===== src/rtl/uart_i2c_pkg.sv =====
// Shared types, ASCII constants and hex helpers for the UART-to-I2C command sequencer.
package uart_i2c_pkg;

  typedef enum logic [2:0] {
    StIdle  = 3'd0,
    StFill  = 3'd1,
    StIssue = 3'd2,
    StWait  = 3'd3,
    StReply = 3'd4
  } state_e;

  localparam logic [7:0] CH_S = 8'h53;
  localparam logic [7:0] CH_s = 8'h73;
  localparam logic [7:0] CH_W = 8'h57;
  localparam logic [7:0] CH_R = 8'h52;
  localparam logic [7:0] CH_D = 8'h44;
  localparam logic [7:0] CH_N = 8'h4E;
  localparam logic [7:0] CH_T = 8'h54;
  localparam logic [7:0] CH_E = 8'h45;
  localparam logic [7:0] CH_O = 8'h4F;

  // Returns {valid, nibble}; letters of either case map to 10..15.
  function automatic logic [4:0] hex2nib(input logic [7:0] c);
    logic [4:0] r;
    r = 5'b0;
    if (c >= 8'h30 && c <= 8'h39) begin
      r = {1'b1, c[3:0]};
    end else if ((c >= 8'h41 && c <= 8'h46) || (c >= 8'h61 && c <= 8'h66)) begin
      r = {1'b1, c[3:0] + 4'd9};
    end
    return r;
  endfunction

  function automatic logic [7:0] nib2hex(input logic [3:0] n);
    return (n < 4'd10) ? {4'h3, n} : 8'h37 + {4'h0, n};
  endfunction

endpackage


===== src/rtl/uart_tx_queue.sv =====
// Four-deep reply FIFO that paces characters into the UART transmitter.
module uart_tx_queue (
  input  logic       clock,
  input  logic       reset,
  input  logic       push,
  input  logic [7:0] push_data,
  output logic       full,
  input  logic       tx_busy,
  output logic [7:0] tx_data,
  output logic       tx_start
);

  logic [7:0] mem_q [4];
  logic [1:0] wptr_q, rptr_q;
  logic [2:0] cnt_q;
  logic [7:0] data_q;
  logic       start_q;
  logic       pop, wr;

  assign full = (cnt_q == 3'd4);
  // Skipping the cycle right after a start hides the transmitter's busy latency.
  assign pop  = (cnt_q != 3'd0) && !tx_busy && !start_q;
  assign wr   = push && !full;

  always_ff @(posedge clock) begin
    if (reset) begin
      wptr_q  <= 2'd0;
      rptr_q  <= 2'd0;
      cnt_q   <= 3'd0;
      data_q  <= 8'h00;
      start_q <= 1'b0;
    end else begin
      start_q <= pop;
      if (pop) begin
        data_q <= mem_q[rptr_q];
        rptr_q <= rptr_q + 2'd1;
      end
      if (wr) begin
        wptr_q <= wptr_q + 2'd1;
      end
      cnt_q <= cnt_q + {2'b00, wr} - {2'b00, pop};
    end
  end

  always_ff @(posedge clock) begin
    if (wr) begin
      mem_q[wptr_q] <= push_data;
    end
  end

  assign tx_data  = data_q;
  assign tx_start = start_q;

endmodule


===== src/rtl/uart_i2c_sequencer.sv =====
// Parses "S <hh W|R>... s" frames from the UART, buffers the entries and replays them as
// byte transfers on an I2C master, answering over UART with status and read data.
module uart_i2c_sequencer
  import uart_i2c_pkg::*;
#(
  parameter int unsigned DEPTH = 16,
  parameter int unsigned AW    = $clog2(DEPTH)
) (
  input  logic          clock,
  input  logic          reset,
  input  logic [7:0]    rx_data,
  input  logic          rx_valid,
  output logic [7:0]    tx_data,
  output logic          tx_start,
  input  logic          tx_busy,
  output logic          i2c_start,
  output logic          i2c_stop,
  output logic          i2c_rw,
  output logic [7:0]    i2c_wdata,
  output logic          i2c_go,
  input  logic          i2c_ack,
  input  logic          i2c_nack,
  input  logic          i2c_to,
  input  logic [7:0]    i2c_rdata,
  output logic [2:0]    state,
  output logic [AW:0]   count
);

  localparam logic [AW:0] CntOne   = {{AW{1'b0}}, 1'b1};
  localparam logic [AW:0] DepthCnt = (AW + 1)'(DEPTH);

  state_e      state_q, state_d, ret_q, ret_d;
  logic [AW:0] count_q, count_d, idx_q, idx_d;
  logic [3:0]  hi_q, hi_d;
  logic [7:0]  byte_q, byte_d;
  logic        nib_pend_q, nib_pend_d, byte_ok_q, byte_ok_d;
  logic [23:0] rbuf_q, rbuf_d;
  logic [1:0]  rlen_q, rlen_d;
  logic [8:0]  buf_q [DEPTH];
  logic [8:0]  rd_entry;
  logic [4:0]  nib;
  logic        buf_we, push, q_full, rep_en, active, last;
  logic [7:0]  rep_ch;

  assign nib      = hex2nib(rx_data);
  assign rd_entry = buf_q[idx_q[AW-1:0]];
  assign last     = (idx_q + CntOne) == count_q;

  always_comb begin
    state_d    = state_q;
    ret_d      = ret_q;
    count_d    = count_q;
    idx_d      = idx_q;
    hi_d       = hi_q;
    byte_d     = byte_q;
    nib_pend_d = nib_pend_q;
    byte_ok_d  = byte_ok_q;
    rbuf_d     = rbuf_q;
    rlen_d     = rlen_q;
    buf_we     = 1'b0;
    push       = 1'b0;
    rep_en     = 1'b0;
    rep_ch     = 8'h00;
    unique case (state_q)
      StIdle: begin
        if (rx_valid && rx_data == CH_S) begin
          state_d    = StFill;
          count_d    = '0;
          nib_pend_d = 1'b0;
          byte_ok_d  = 1'b0;
        end
      end
      StFill: begin
        if (rx_valid) begin
          if (rx_data == CH_S) begin
            count_d    = '0;
            nib_pend_d = 1'b0;
            byte_ok_d  = 1'b0;
          end else if (nib[4]) begin
            if (byte_ok_q) begin
              rep_en = 1'b1;
              rep_ch = CH_E;
            end else if (!nib_pend_q) begin
              hi_d       = nib[3:0];
              nib_pend_d = 1'b1;
            end else begin
              byte_d     = {hi_q, nib[3:0]};
              nib_pend_d = 1'b0;
              byte_ok_d  = 1'b1;
            end
          end else if (rx_data == CH_W || rx_data == CH_R) begin
            if (!byte_ok_q) begin
              rep_en = 1'b1;
              rep_ch = CH_E;
            end else if (count_q == DepthCnt) begin
              rep_en = 1'b1;
              rep_ch = CH_O;
            end else begin
              buf_we    = 1'b1;
              count_d   = count_q + CntOne;
              byte_ok_d = 1'b0;
            end
          end else if (rx_data == CH_s) begin
            if (nib_pend_q || byte_ok_q) begin
              rep_en = 1'b1;
              rep_ch = CH_E;
            end else if (count_q == '0) begin
              rep_en = 1'b1;
              rep_ch = CH_D;
            end else begin
              state_d = StIssue;
              idx_d   = '0;
            end
          end else begin
            rep_en = 1'b1;
            rep_ch = CH_E;
          end
        end
      end
      // At most one transfer is ever outstanding, so the master is free whenever we get here.
      StIssue: state_d = StWait;
      StWait: begin
        if (i2c_nack) begin
          rep_en = 1'b1;
          rep_ch = CH_N;
        end else if (i2c_to) begin
          rep_en = 1'b1;
          rep_ch = CH_T;
        end else if (i2c_ack) begin
          idx_d = idx_q + CntOne;
          if (rd_entry[8]) begin
            rbuf_d  = {nib2hex(i2c_rdata[7:4]), nib2hex(i2c_rdata[3:0]), CH_D};
            rlen_d  = last ? 2'd3 : 2'd2;
            ret_d   = last ? StIdle : StIssue;
            state_d = StReply;
          end else if (last) begin
            rep_en = 1'b1;
            rep_ch = CH_D;
          end else begin
            state_d = StIssue;
          end
        end
      end
      StReply: begin
        if (rlen_q != 2'd0) begin
          if (!q_full) begin
            push   = 1'b1;
            rbuf_d = {rbuf_q[15:0], 8'h00};
            rlen_d = rlen_q - 2'd1;
          end
        end else begin
          state_d = ret_q;
        end
      end
      default: state_d = StIdle;
    endcase
    if (rep_en) begin
      state_d = StReply;
      ret_d   = StIdle;
      rbuf_d  = {rep_ch, 16'h0000};
      rlen_d  = 2'd1;
    end
  end

  always_ff @(posedge clock) begin
    if (reset) begin
      state_q    <= StIdle;
      ret_q      <= StIdle;
      count_q    <= '0;
      idx_q      <= '0;
      hi_q       <= 4'h0;
      byte_q     <= 8'h00;
      nib_pend_q <= 1'b0;
      byte_ok_q  <= 1'b0;
      rbuf_q     <= 24'h0;
      rlen_q     <= 2'd0;
    end else begin
      state_q    <= state_d;
      ret_q      <= ret_d;
      count_q    <= count_d;
      idx_q      <= idx_d;
      hi_q       <= hi_d;
      byte_q     <= byte_d;
      nib_pend_q <= nib_pend_d;
      byte_ok_q  <= byte_ok_d;
      rbuf_q     <= rbuf_d;
      rlen_q     <= rlen_d;
    end
  end

  always_ff @(posedge clock) begin
    if (buf_we) begin
      buf_q[count_q[AW-1:0]] <= {rx_data == CH_R, byte_q};
    end
  end

  uart_tx_queue u_tx_queue (
    .clock     (clock),
    .reset     (reset),
    .push      (push),
    .push_data (rbuf_q[23:16]),
    .full      (q_full),
    .tx_busy   (tx_busy),
    .tx_data   (tx_data),
    .tx_start  (tx_start)
  );

  assign active    = (state_q == StIssue) || (state_q == StWait);
  assign i2c_go    = (state_q == StIssue);
  assign i2c_start = active && (idx_q == '0);
  assign i2c_stop  = active && (idx_q == count_q - CntOne);
  assign i2c_rw    = active && rd_entry[8];
  assign i2c_wdata = active ? rd_entry[7:0] : 8'h00;
  assign state     = state_q;
  assign count     = count_q;

endmodule


===== config.mk =====
export PLATFORM = sky130hd
export DESIGN_NAME = uart_i2c_sequencer
export DESIGN_NICKNAME = d
export VERILOG_FILES = /design/src/rtl/uart_i2c_pkg.sv /design/src/rtl/uart_tx_queue.sv /design/src/rtl/uart_i2c_sequencer.sv
export SDC_FILE = /design/constraint.sdc
export NUM_CORES = 1
export LEC_CHECK = 0
export CAP_MARGIN = 40
export CORE_MARGIN = 2
export CORE_UTILIZATION = 60
export CTS_BUF_LIST = sky130_fd_sc_hd__clkbuf_4 sky130_fd_sc_hd__clkbuf_8 sky130_fd_sc_hd__clkbuf_16
export CTS_CLUSTER_DIAMETER = 150
export CTS_CLUSTER_SIZE = 16
export DETAILED_ROUTE_END_ITERATION = 10
export GPL_TIMING_DRIVEN = 0
export MAX_ROUTING_LAYER = met4
export PLACE_DENSITY_LB_ADDON = 0.3
export SETUP_SLACK_MARGIN = 0.02
export SLEW_MARGIN = 40
export SYNTH_ARGS = -nofsm -noshare
export SYNTH_HDL_FRONTEND = slang
export SYNTH_HIERARCHICAL = 1
export SYNTH_SLANG_ARGS = --single-unit
export TNS_END_PERCENT = 5

===== constraint.sdc =====
create_clock -name clock -period 4.5 [get_ports clock]
set_input_delay 0.9 -clock clock [delete_from_list [all_inputs] [get_ports clock]]
set_output_delay 0.9 -clock clock [all_outputs]
set_load 0.02 [all_outputs]

# Word level (Yosys, flattened, before mapping)
# Memory sizes are Yosys's and may differ from the RTL's. A register that Yosys moved wholly into a read port is not among the register bits.
# Cells that the tools add are included.
dict set report word_totals {
  register_bits 64
  ramBits 176
  out_inout_bits 29
  n_memories 2
}
# name words word_bits read_ports rd_clocked_by_memory_dff write_ports line_no
set mem_list {}
lappend mem_list {buf_q 16 9 1 1 1 uart_i2c_sequencer.sv:39} ;# logic [8:0] buf_q [DEPTH];
lappend mem_list {u_tx_queue.mem_q 4 8 1 1 1 uart_tx_queue.sv:13} ;# logic [7:0] mem_q [4];
dict set report op_classes {
  n_addsub 11
  n_lt_le_gt_ge 8
  eq_ne 51
  mux 121
  bitwise 5
  reduce_logical 38
}
# operator n
set op_table {}
lappend op_table {{$mux W24} 7}
lappend op_table {{$mux W5} 19}
lappend op_table {{$mux W7} 12}
lappend op_table {{$ne A3 B3 Y1 const B} 22}
lappend op_table {{$mux W8} 6}
lappend op_table {{$pmux W24 S2} 1}
lappend op_table {{$mux W3} 15}
lappend op_table {{$mux W1} 44}
lappend op_table {{$eq A8 B7 Y1 const B} 4}
lappend op_table {{$ne A2 B2 Y1 const B} 15}
lappend op_table {{$reduce_and A13 Y1} 2}
lappend op_table {{$reduce_and A7 Y1} 3}
lappend op_table {{$pmux W5 S2} 2}
lappend op_table {{$ge A8 B7 Y1 const B} 2}
lappend op_table {{$le A8 B7 Y1 const B} 2}
lappend op_table {{$pmux W8 S2} 1}
lappend op_table {{$pmux W3 S5} 1}
lappend op_table {{$add A6 B4 Y7 const A} 2}
lappend op_table {{$mux W2} 7}
lappend op_table {{$reduce_and A6 Y1} 2}
lappend op_table {{$reduce_and A11 Y1} 1}
lappend op_table {{$add A5 B1 Y5 const B} 2}
lappend op_table {{$eq A5 B5 Y1} 2}
lappend op_table {{$logic_and A1 B1 Y1} 10}
lappend op_table {{other kinds (27)} 50}

# Longest topological paths before layout
dict set report depth {
  depth_word 11
  depth_mapped 14
}

# Modules after synthesis
# The synthesis kept the hierarchy.
# module instances cells_per_inst area_per_inst_um2 seq_area_each_um2
set by_module_without_submodules {}
lappend by_module_without_submodules {uart_i2c_sequencer 1 614 8672.1 5305.1}
lappend by_module_without_submodules {uart_tx_queue 1 133 1931.9 1281.2}

# Worst setup path before layout
# OpenSTA, ideal clock, no wires.
dict set report synth_timing {
  path_kind {in2reg}
  from {in rx_data[3]}
  to {mem buf_q[2][0], enable pin}
  setup_time_ns 0.387
  t_arrival_ns 3.022
  t_required_ns 4.113
  path_slack_ns 1.091
  cell_stages 7
  path_cell_list {or3b_1 > buf_2 > nor3_1 > a31o_2 > and3_1 > nand2_1 > nor3_1}
}
dict set report synth_via {
  elab_chain_len 11
}
# element line_no
set synth_rtl {}
lappend synth_rtl {{start, declared} uart_i2c_sequencer.sv:11} ;# input logic [7:0] rx_data,
lappend synth_rtl {{$ge A8 B7 Y1 or $le A8 B7 Y1 (tied branches)} uart_i2c_pkg.sv:28} ;# end else if ((c >= 8'h41 && c <= 8'h46) || (c >= 8'h61 && c <= 8'h66)) begin
lappend synth_rtl {{$logic_and A1 B1 Y1} uart_i2c_pkg.sv:28}
lappend synth_rtl {{$logic_or A1 B1 Y1} uart_i2c_pkg.sv:28}
lappend synth_rtl {{$mux W5} uart_i2c_pkg.sv:28}
lappend synth_rtl {{$mux W5} uart_i2c_pkg.sv:26} ;# if (c >= 8'h30 && c <= 8'h39) begin
lappend synth_rtl {{$mux W1} uart_i2c_sequencer.sv:79} ;# end else if (nib[4]) begin
lappend synth_rtl {{$mux W1 *} uart_i2c_sequencer.sv:75} ;# if (rx_data == CH_S) begin
lappend synth_rtl {{$mux W1 *} uart_i2c_sequencer.sv:74} ;# if (rx_valid) begin
lappend synth_rtl {{$mux W1 *} uart_i2c_sequencer.sv:64} ;# unique case (state_q)
lappend synth_rtl {{$mux W1 *} uart_i2c_sequencer.sv:192} ;# if (buf_we) begin
lappend synth_rtl {{$mux W1 (not written as such) *} uart_i2c_sequencer.sv:193} ;# buf_q[count_q[AW-1:0]] <= {rx_data == CH_R, byte_q};
lappend synth_rtl {{end, declared} uart_i2c_sequencer.sv:39}
# Mark *: on every way between the ends. The rest lies on a longest branch, timed or not.

==> results.yml <==
cells_and_area:
  diodes: 0
  syn_to_final_growth_pct: 14.0
  layout_commonest_cell: "edfxtp_1"
  regArea_um2: 6590
  multi_input_area_um2: 3830
  stdcell_area_um2: 12100
  final_cell_mix: "edfxtp_1 (176), dfxtp_1 (65), nor2_1 (57)"
  fill_cells: 1157
  drive_gt1_share_pct: 16.7
  finish.utilization_pct: 69.9
  instances_no_fill: 1062
  final_nets: 868
routing:
  postRouteAntennaNets: 0
  post-route-drc-count: 0
  via_count: 6718
  routed_wl_um: 23000
  wire_per_inst_um: 21.6
  first_pass_iters: 5
  avgViaCountPerCell: 6.33
  drt_iter0_drc: 468
placed_design:
  port_buffers: 49
  dpl_cell_area_um2: 11500
  place.gp.congestion: 0.900
  hpwl_um: 15700
  placed_cells: 1029
  dpl_worst_slack_ns: 0.242
setup_path:
  cp_max_fo: 14
  cp.arrival_ns: 3.40
  required_ns: 3.60
  cp-start-kind: "register"
  critPathCaptureType: "primary output"
  worst-setup-path-type: "register to primary output"
  reg2regPathDepth: 14
synthesis:
  ys_ff_latch: 241
  syn_area_um2: 10600
  yosysWarnings: 6
  avgSynthCellArea_um2: 14.2
  synthFlopType: "edfxtp_1"
  yosys.area.top_type: "edfxtp_1"
  synthTopCellsByArea: "edfxtp_1 (50%), dfxtp_1 (12%), mux4_2 (11%)"
  synth_edf_count: 176
  synth.distinct_cells: 81
  synthCells: 747
  ys_seq_area_share_pct: 62.1
  synth_top_area_share_pct: 49.8
  async_reset_ff_share_pct: 0
worst_hold_path:
  hold_depth: 2
  hp-class: "register to register"
timing:
  drv_slew: 0
  period_share_pct: 95.4
  rsz0062_at_grt: "no"
  setup_viol: 0
  worst_pin_slew_ns: 0.849
  maxSlewHeadroom_pct: 43.2
  hold_ws_ns: 0.482
  skew_ns: 0.0232
  min_period_ns: 4.30
  setup_slack_ns: 0.205
  fmax_mhz: 233
  fin_tns_setup_ns: 0
  hold_viol_final: 0
clock_tree:
  clockBufferDepth: 3
  clock_sinks: 241
  root_buffer: "clkbuf_16"
  htree_levels: 1
  hold_buffers: 0
  clk_pin_slew_ns: 0.07
  cts_tree: "built"
  insertion_delay_ns: 0.51
  numCtsBuffers: 19
grt:
  grt_pass1_vias: 6475
  grt_max_degree: 18
  grt_pass1_wl_um: 35900
  antenna_found_initial: 0
  grt_usage_pct: 26.4
  overflow: 0
run:
  maxCapViolCount: 0
pwr:
  p_int_mw: 3.44
  p_switching_mw: 0.979
  ir_drop_mv: 0.353
  power_mw: 4.42
  p_leak_nw: 4.03
  p_comb_share_pct: 8.6
  sequentialPowerShare_pct: 54.4
  powerDensity_nw_per_um2: 366
  p_clk_share_pct: 37.0
  switching_share_pct: 22.2
floorplan:
  die-area_um2: 18800
  die_h_um: 137
  die_x_um: 137
  ios: 52
  start_util_pct: 61.3
  coreArea_um2: 17300
  std_cell_rows: 48
outcome:
  status: "complete, no violations"
## Yosys cell counts (all sizes together) (9+ instances only)
library cell	count
nand2	25
mux2i	18
a21oi	35
nor2b	15
nor2	67
edfxtp	176
dfxtp	65
nand3	20
clkbuf	23
xnor2	13
o21ai	30
ha	20
buf	12
nor3	21
mux4	52
nand2b	9
inv	28
## power by group through the flow
stage                     Combinational (mW)  Sequential [mW]  Clock (mW)
after floorplan                        0.253             2.47           0
after global placement                 0.366             2.45           0
after detailed placement               0.379             2.45           0
after CTS                              0.380             2.41        1.65
after global routing                   0.422             2.41        1.73
final                                  0.381             2.40        1.63
## cell type report
cell class	count	share of cell area [%]
flip-flops and latches	241	54.5
clock buffers	32	4.74
repair buffers	54	4.37
well taps	225	2.33
plain buffers	34	1.30
multi-input cells	446	31.7
clock inverters	2	0.207
inverters	28	0.870
## flip-flops by register name (all words and copies together) (netlist names), named ones only
name	count
buf_q	144
byte_ok_q	1
byte_q	8
count	5
hi_q	4
idx_q	5
nib_pend_q	1
rbuf_q	15
ret_q	1
rlen_q	2
state	3
u_tx_queue/cnt_q	3
u_tx_queue/mem_q	32
u_tx_queue/rptr_q	2
u_tx_queue/tx_data	8
u_tx_queue/tx_start	1
u_tx_queue/wptr_q	2
## critical path, stage by stage (launching register included)
cell	delay [ns]
dfxtp_1	0.31
buf_2	0.38
buf_2	0.43
mux4_2	0.55
mux4_2	0.48
nor2b_1	0.18
clkdlybuf4s50_1	0.55
## final timing paths
check	start	end	slack (ns)
setup / recovery	register	i2c_wdata[7]	0.20
hold / removal	u_tx_queue/tx_data[0]	u_tx_queue/tx_data[0]	0.48
setup reg to reg	state[2]	u_tx_queue/cnt_q[2]	0.64
hold reg to reg	u_tx_queue/tx_data[0]	u_tx_queue/tx_data[0]	0.48
## cell families after synthesis
| family | count (synthesis) | synth area share, % |
|---|---|---|
| compound gates | 121 | 7.82 |
| xor+xnor | 21 | 1.73 |
| fa+ha+maj | 21 | 2.55 |
| buf+inv | 63 | 2.45 |
| flops | 241 | 62.1 |
| mux | 73 | 13.1 |
| other cells | 1 | 0.0354 |
| simple gates | 206 | 10.2 |
## timing repair
item | CTS | global route
pin swaps | 0 | 0
buffers inserted | 0 | 0
gates resized for setup | 0 | 1
endpoints found under the setup margin | 4 | 2
## layer usage
metal,up-vias,GRT usage [%],wire length [um]
met5,-,-,0
met4,0,6.59,429
met3,39,4.11,1800
met2,306,41.4,11100
met1,3345,36.8,9590
li1,3028,-,-
Note: power is estimated with default switching activity, not from simulation.
